File: src/rtl/alu_flag_pkg.sv
// Shared opcode, flag-index and flag-vector definitions for the ALU flag/result stage.
package alu_flag_pkg;

   localparam logic [2:0] SEL_ADD = 3'b000;
   localparam logic [2:0] SEL_SUB = 3'b001;

   localparam int FLAG_C = 3;
   localparam int FLAG_Z = 2;
   localparam int FLAG_N = 1;
   localparam int FLAG_V = 0;

   typedef logic [3:0] flags_t;

   // Signed overflow is only meaningful for the adder/subtractor opcodes.
   function automatic flags_t make_flags(input logic       c,
                                         input logic       z,
                                         input logic       n,
                                         input logic [2:0] sel,
                                         input logic       ovf);
      flags_t f;
      f         = '0;
      f[FLAG_C] = c;
      f[FLAG_Z] = z;
      f[FLAG_N] = n;
      f[FLAG_V] = ovf & ((sel == SEL_ADD) | (sel == SEL_SUB));
      return f;
   endfunction

endpackage

File: src/rtl/flag_fifo2.sv
// Two-slot valid/ready buffer with explicit read/write pointers and occupancy count.
module flag_fifo2 #(
   parameter int W = 8
) (
   input  logic         clk,
   input  logic         rst_n,
   input  logic         push_i,
   input  logic         pop_i,
   input  logic [W-1:0] wdata_i,
   output logic [W-1:0] rdata_o,
   output logic [1:0]   count_o
);

   logic [W-1:0] slot0_q, slot1_q;
   logic         wptr_q, rptr_q;
   logic [1:0]   count_q, count_d;
   logic         push_ok, pop_ok;

   assign push_ok = push_i & (count_q != 2'd2);
   assign pop_ok  = pop_i  & (count_q != 2'd0);

   always_comb begin
      count_d = count_q;
      if (push_ok && !pop_ok)
         count_d = count_q + 2'd1;
      else if (!push_ok && pop_ok)
         count_d = count_q - 2'd1;
   end

   always_ff @(posedge clk or negedge rst_n) begin
      if (!rst_n) begin
         slot0_q <= '0;
         slot1_q <= '0;
         wptr_q  <= 1'b0;
         rptr_q  <= 1'b0;
         count_q <= 2'd0;
      end else begin
         if (push_ok) begin
            if (wptr_q) slot1_q <= wdata_i;
            else        slot0_q <= wdata_i;
            wptr_q <= ~wptr_q;
         end
         if (pop_ok)
            rptr_q <= ~rptr_q;
         count_q <= count_d;
      end
   end

   assign rdata_o = rptr_q ? slot1_q : slot0_q;
   assign count_o = count_q;

endmodule

File: src/rtl/alu_flag_register.sv
// Registered ALU result/flag stage: derives {C,Z,N,V} at push, buffers two entries,
// and keeps sticky carry/overflow bits plus a saturating accepted-operation counter.
module alu_flag_register
   import alu_flag_pkg::*;
#(
   parameter int WIDTH = 4,
   parameter int CNT_W = 8
) (
   input  logic             clk,
   input  logic             rst_n,
   input  logic [2:0]       sel,
   input  logic [WIDTH-1:0] result,
   input  logic             cout_flag,
   input  logic             ovf,
   input  logic             in_valid,
   output logic             in_ready,
   output logic [WIDTH-1:0] q_result,
   output logic [3:0]       q_flags,
   output logic             out_valid,
   input  logic             out_ready,
   output logic             sticky_c,
   output logic             sticky_v,
   output logic [CNT_W-1:0] op_count,
   input  logic             clr_stat
);

   localparam logic [CNT_W-1:0] CNT_MAX = '1;

   logic [1:0]         count;
   logic               push, pop;
   flags_t             new_flags;
   logic [WIDTH+3:0]   wdata, rdata;
   logic               sticky_c_q, sticky_c_d;
   logic               sticky_v_q, sticky_v_d;
   logic [CNT_W-1:0]   op_count_q, op_count_d;

   // Handshake depends only on registered occupancy.
   assign in_ready  = (count != 2'd2);
   assign out_valid = (count != 2'd0);
   assign push      = in_valid  & in_ready;
   assign pop       = out_valid & out_ready;

   assign new_flags = make_flags(cout_flag, (result == '0), result[WIDTH-1], sel, ovf);
   assign wdata     = {new_flags, result};

   flag_fifo2 #(.W(WIDTH + 4)) u_fifo (
      .clk     (clk),
      .rst_n   (rst_n),
      .push_i  (push),
      .pop_i   (pop),
      .wdata_i (wdata),
      .rdata_o (rdata),
      .count_o (count)
   );

   // A push carrying the flag beats a simultaneous clear so the event is never lost.
   always_comb begin
      sticky_c_d = sticky_c_q;
      sticky_v_d = sticky_v_q;
      op_count_d = op_count_q;
      if (clr_stat) begin
         sticky_c_d = 1'b0;
         sticky_v_d = 1'b0;
         op_count_d = '0;
      end
      if (push) begin
         if (new_flags[FLAG_C]) sticky_c_d = 1'b1;
         if (new_flags[FLAG_V]) sticky_v_d = 1'b1;
         if (clr_stat)
            op_count_d = {{(CNT_W-1){1'b0}}, 1'b1};
         else if (op_count_q != CNT_MAX)
            op_count_d = op_count_q + 1'b1;
      end
   end

   always_ff @(posedge clk or negedge rst_n) begin
      if (!rst_n) begin
         sticky_c_q <= 1'b0;
         sticky_v_q <= 1'b0;
         op_count_q <= '0;
      end else begin
         sticky_c_q <= sticky_c_d;
         sticky_v_q <= sticky_v_d;
         op_count_q <= op_count_d;
      end
   end

   assign q_result = out_valid ? rdata[WIDTH-1:0]       : '0;
   assign q_flags  = out_valid ? rdata[WIDTH+3:WIDTH]   : 4'b0000;
   assign sticky_c = sticky_c_q;
   assign sticky_v = sticky_v_q;
   assign op_count = op_count_q;

endmodule

File: config.mk
export PLATFORM = sky130hd
export DESIGN_NAME = alu_flag_register
export DESIGN_NICKNAME = d
export VERILOG_FILES = /design/src/rtl/alu_flag_pkg.sv /design/src/rtl/flag_fifo2.sv /design/src/rtl/alu_flag_register.sv
export SDC_FILE = /design/constraint.sdc
export NUM_CORES = 1
export LEC_CHECK = 0
export BUFFER_PORTS_ARGS = -buffer_cell sky130_fd_sc_hd__buf_2
export CAP_MARGIN = 20
export CORE_MARGIN = 5
export CORE_UTILIZATION = 46
export CTS_CLUSTER_DIAMETER = 40
export DETAILED_ROUTE_END_ITERATION = 8
export GPL_TIMING_DRIVEN = 0
export HOLD_SLACK_MARGIN = 0.03
export PLACE_DENSITY = 0.74
export SLEW_MARGIN = 20
export SYNTH_ARGS = -nofsm -noshare
export SYNTH_HDL_FRONTEND = slang
export SYNTH_SLANG_ARGS = --single-unit
File: constraint.sdc
create_clock -name clk -period 1.51 [get_ports clk]
set_input_delay 0.0755 -clock clk [delete_from_list [all_inputs] [get_ports clk]]
set_output_delay 0.0755 -clock clk [all_outputs]
set_load 0.02 [all_outputs]
==> results.cfg, run 1 <==
[status]
status = finished with violations
violations = setup timing

[drt]
drc_errors = 0
num_vias = 1122
drtIter0Drc = 31
vias_per_cell = 5.39
avgRoutedWirePerCell_um = 14.9
final_antenna_net_count = 0
firstDrtPassIters = 4
totalWireLength_um = 3110

[clocking]
cts_tree = built
htreeDepth = 1
cts_root_buffer = clkbuf_4
cts.sinks = 28
cts_buffers = 3
clk_latency_ps = 310
cts.path.max_buffers = 2
path_clk_slew_ps = 140

[worst_setup_path]
slowest_delay_ps = 450
path_cells = buf_6 > nor2_4 > nor2_2 > buf_4 > buf_6
crit_required_ps = 1430
crit_type = register to output pin
path_max_fanout = 6
r2r_start = u_fifo.count_o[1]
cpMaxStageDelayCell = dfrtp_1
arrival_ps = 1440
worstSetupStartpointType = register
crit_start = u_fifo.count_o[1]
rrSetupSlack_ps = -3
cp-end-kind = output pin
crit_path_frequent_cell = buf_6

[grt]
grt_pass1_vias = 1188
antenna_found_initial = 0
grt_usage_pct = 16.2
grt_pass1_wl_um = 5430
grt_max_degree = 29
grt_overflow = 0

[floorplanning]
dieArea_um2 = 4070
ios = 34
die_w_um = 63.8
std_cell_rows = 19
start_util_pct = 48.3
die_h_um = 63.8
core_region_area_um2 = 2760

[synthesis]
ys_seq_area_share_pct = 52.6
yosys_warnings = 0
syn-num-nets = 131
netlist_area_um2 = 1330
syn_inst = 115
synth_top_area_share_pct = 52.6
synth.largest_area_cell = dfrtp_1
ys_top_cells_by_area = dfrtp_1 (53%), mux2_1 (8.5%), mux2i_1 (6.0%)
avgSynthCellArea_um2 = 11.6
synth-seq-cells = 28
yosysUniqueCellTypes = 39

[power]
p_sw_share_pct = 38.8
p_int_mw = 2.21
p_comb_share_pct = 55.6
p_switching_mw = 1.40
clock_power_share_pct = 9.8
peakVddDrop_mv = 1.32
p_leak_nw = 0.923
power.total_mw = 3.60
seqPwrFrac_pct = 34.7
power_density_nw_per_um2 = 1850

[final_layout]
design_area_um2 = 1950
final_layout_size_suffix_gt1_share_pct = 46.3
syn_to_final_growth_pct = 46.6
antenna_cells = 0
fin_nets = 194

[timing]
totalNegativeSetupSlack_ps = -4.18
period_minus_slack_ps = 1510
whs_ps = 63.1
setup_viol = 2
post-route-worst-setup-slack_ps = -3.22
max_freq_mhz = 661
max_slew_margin_pct = 59.0
worst_pin_slew_ps = 615
rsz0062_at_grt = true
hold_viol = 0
fin_crit_sh_pct = 100
drv_slew = 0
clock_skew_ps = 3.08

[place]
place.gp.congestion = 0.832
place_area_um2 = 1560
portBuffers = 31
hpwl_um = 2070

[min_path]
min_path_type = input port to register
min-delay-start = sel[2]

[run]
drv_cap = 0
[per-layer routing]
metal	wire length [µm]	global-route usage [%]	vias to the layer above	part of all wire (%)
li1	-	-	540	-
met1	1350	21.5	545	43
met2	1590	27.1	35	51
met3	150	2.80	2	4.8
met4	13	4.42	0	0.42
met5	0	0	-	0
[final timing paths]
path,end,cells past startpoint
setup / recovery,q_result[3],5
hold / removal,u_fifo.slot1_q[4],4
setup reg to reg,u_fifo.count_o[1],8
hold reg to reg,u_fifo.slot0_q[2],1
max in group asynchronous,op_count[0],2
min in group asynchronous,u_fifo.slot0_q[1],2
[kinds of logic after synthesis]
family          after synthesis  synth area share, %
simple gates                 36                 14.2
flops                        28                 52.6
mux                          20                 16.2
compound gates               17                 9.02
buf+inv                       7                 2.82
xor+xnor                      5                 3.29
fa+ha+maj                     2                 1.88
[power groups by stage]
stage | combinational, mW | sequential (mW) | clock, mW
finish | 2.00 | 1.25 | 0.352
global placement | 1.39 | 1.20 | 0
global route | 2.16 | 1.29 | 0.403
CTS | 1.66 | 1.24 | 0.370
floorplan | 1.01 | 1.22 | 0
detailed placement | 1.42 | 1.22 | 0
[sequential cells by signal, summed over array words and instances (netlist names)]
name / flops
op_count: 8
sticky_c: 1
sticky_v: 1
u_fifo.count_o: 2
u_fifo.rptr_q: 1
u_fifo.slot0_q: 7
u_fifo.slot1_q: 7
u_fifo.wptr_q: 1
[cells in the final DEF, fill, tap and decap left out, drive strengths merged, types with 2 or more instances in the layout]
cell type    netlist  layout
mux2              12      12
a211oi             2       2
xor2               2       2
mux2i              8       8
nand4              2       2
inv                3       3
and3               3       3
a21oi              3       3
nand3              4       4
o21ai              3       3
buf                3      51
nand2b             2       2
ha                 2       2
xnor2              3       3
nand2              5       5
dlygate4sd3        0      11
dfrtp             28      28
nor2              15      15
clkbuf             1       4
[per-stage QoR]
step,util [%],worst slack [ps],instances
2_1_floorplan,-,-11.7,115
3_3_place_gp,56.4,-66.2,177
3_5_place_dp,56.4,-108,177
4_1_cts,65.7,-3.76,203
5_1_grt,70.8,-90.9,208
6_report,70.8,-3.22,208
[timing repair]
action,CTS,global route
pin swaps,7,10
resized for setup,8,29
hold endpoints to repair,42,0
hold buffers,11,0
endpoints found under the setup margin,22,15
setup buffers,12,6
[synthesized netlist by cell type (all sizes together)]
master / number
a211oi: 2
a21oi: 3
a22o: 1
a311oi: 1
a31oi: 1
a41oi: 1
and2: 1
and3: 3
buf: 3
clkbuf: 1
dfrtp: 28
ha: 2
inv: 3
mux2: 12
mux2i: 8
nand2: 5
nand2b: 2
nand3: 4
nand3b: 1
nand4: 2
nor2: 15
nor3: 1
nor4: 1
o211a: 1
o211ai: 1
o21ai: 3
o2bb2ai: 1
o311ai: 1
o31ai: 1
or4b: 1
xnor2: 3
xor2: 2
[worst max-delay path, delay by kind of cell (launching register included)]
family        cells  cell delay, ps
simple gates      2             280
flops             1             450
buf+inv           3             390
[final cells by class]
type | count | area, µm²
fill | 211 | 806
sequential | 28 | 706
multi-input combinational | 80 | 693
timing repair buffer | 60 | 453
tap | 31 | 38.8
clock buffer | 4 | 36.3
inverter | 3 | 13.8
buffer | 2 | 11.3
Note: power is estimated with default switching activity, not from simulation.
==> run 2, diff against run 1 <==
--- a/config.mk
+++ b/config.mk
@@ -7,7 +7,6 @@
 export LEC_CHECK = 0
 export BUFFER_PORTS_ARGS = -buffer_cell sky130_fd_sc_hd__buf_2
 export CAP_MARGIN = 20
-export CORE_MARGIN = 5
 export CORE_UTILIZATION = 46
 export CTS_CLUSTER_DIAMETER = 40
 export DETAILED_ROUTE_END_ITERATION = 8
==> run 2 against run 1 <==
The run still ends with setup timing left. Setup slack hardly changed. Sequential power hardly changed. Global-route usage grew 5.4 points. Worst hold slack better by 58 ps. Clock-buffer cell count fell by 1. First-iteration DRC count down 23%. Via count increased by 3.0%. Register-to-register slack hardly changed. Final cell count grew 2.4%. Critical endpoint is now u_fifo.count_o[1]. Highest routed layer unchanged.
==> results.cfg, run 2 (synthesis gave the netlist of run 1 again) <==
[timing]
period_minus_slack_ps = 1510
hold_viol = 0
totalNegativeSetupSlack_ps = -3.56
post-route-worst-setup-slack_ps = -3.56
worst_pin_slew_ps = 621
max_slew_margin_pct = 58.6
setup_viol = 1
max_freq_mhz = 661
clock_skew_ps = 13.6
rsz0062_at_grt = true
drv_slew = 0
whs_ps = 121
fin_crit_sh_pct = 100

[drt]
vias_per_cell = 5.43
num_vias = 1156
avgRoutedWirePerCell_um = 14.7
totalWireLength_um = 3130
drc_errors = 0
final_antenna_net_count = 0
drtIter0Drc = 24
firstDrtPassIters = 4

[worst_setup_path]
path_max_fanout = 9
crit_type = register to register
worstRegToRegCells = 8
cp-end-kind = register
worstSetupStartpointType = register
arrival_ps = 1760
crit_required_ps = 1760

[final_layout]
instances_no_fill = 213
fillCellCount = 189
largest_reg_flops = 8
design_area_um2 = 1980
final_cell_mix = buf_2 (28), dfrtp_1 (23), buf_4 (21), dlygate4sd3_1 (11)
final_core_util_pct = 72.0
final_layout_size_suffix_gt1_share_pct = 45.6
fin_nets = 199
antenna_cells = 0
final_common_cell = buf_2
syn_to_final_growth_pct = 49.1

[power]
p_leak_nw = 0.944
power_density_nw_per_um2 = 1870
power.total_mw = 3.71
peakVddDrop_mv = 1.67

[clocking]
cts_buffers = 3
cts_tree = built
clk_latency_ps = 330
cts.path.max_buffers = 2
htreeDepth = 1
path_clk_slew_ps = 140
cts_root_buffer = clkbuf_4
cts.sinks = 28

[place]
portBuffers = 31
dp.cells = 177
place_area_um2 = 1560
place.gp.congestion = 0.786
post-place-ws_ps = -136
hpwl_um = 1940

[grt]
grt_pass1_wl_um = 5250
grt_max_degree = 29
grt_pass1_vias = 1110
antenna_found_initial = 0
grt_usage_pct = 21.6
grt_overflow = 0

[floorplanning]
core_region_area_um2 = 2760
ios = 34
std_cell_rows = 19
die_w_um = 55.8
dieArea_um2 = 3110
die_h_um = 55.8
start_util_pct = 48.3

[status]
violations = setup timing
status = finished with violations

[min_path]
whs_path_depth = 2
min_path_type = input port to register

[run]
drv_cap = 0
## run 2: per-layer routing
layer | track usage, % | wire length, µm | up-vias
met2 | 37.2 | 1630 | 38
met4 | 9.29 | 62 | 0
met5 | 0 | 0 | -
met1 | 27.4 | 1320 | 562
met3 | 2.56 | 121 | 6
li1 | - | - | 550
## run 2: critical path: stages, from the launching register on
cell and delay [ps]:
dfrtp_1 400, nand2b_1 150, buf_6 140, nand2_8 90, inv_4 70, ha_4 160
xor2_1 150, nor2_1 110, xor2_1 170
## run 2: repair_timing
item	4_1_cts	5_1_grt
hold endpoints to repair	41	0
pin swaps	6	6
hold buffers	11	0
resized for setup	8	19
setup buffers	14	9
endpoints found under the setup margin	24	16
cloned	0	0
## run 2: final timing paths
kind	from	end	slack (ps)
max	u_fifo.count_o[0]	u_fifo.count_o[1]	-4
min	clr_stat	op_count[6]	120
max reg2reg	u_fifo.count_o[0]	u_fifo.count_o[1]	-4
min reg2reg	u_fifo.slot0_q[0]	u_fifo.slot0_q[0]	510
max in group asynchronous	rst_n	op_count[2]	800
min in group asynchronous	rst_n	u_fifo.slot1_q[0]	260
## run 2: area by class of cell
class	instances	area, µm²	share of cell area (%)
inverter	3	13.8	0.694
clock buffer	3	22.5	1.13
buffer	2	15.0	0.757
tap	31	38.8	1.95
clock inverter	1	30.0	1.51
multi-input combinational	80	693	34.9
sequential	28	707	35.6
timing repair buffer	65	464	23.4
## run 2: where the power goes
group	internal, mW	switching [mW]
Clock	0.268	0.224
Combinational	1.02	0.976
Sequential	1.02	0.206
Total	2.30	1.41
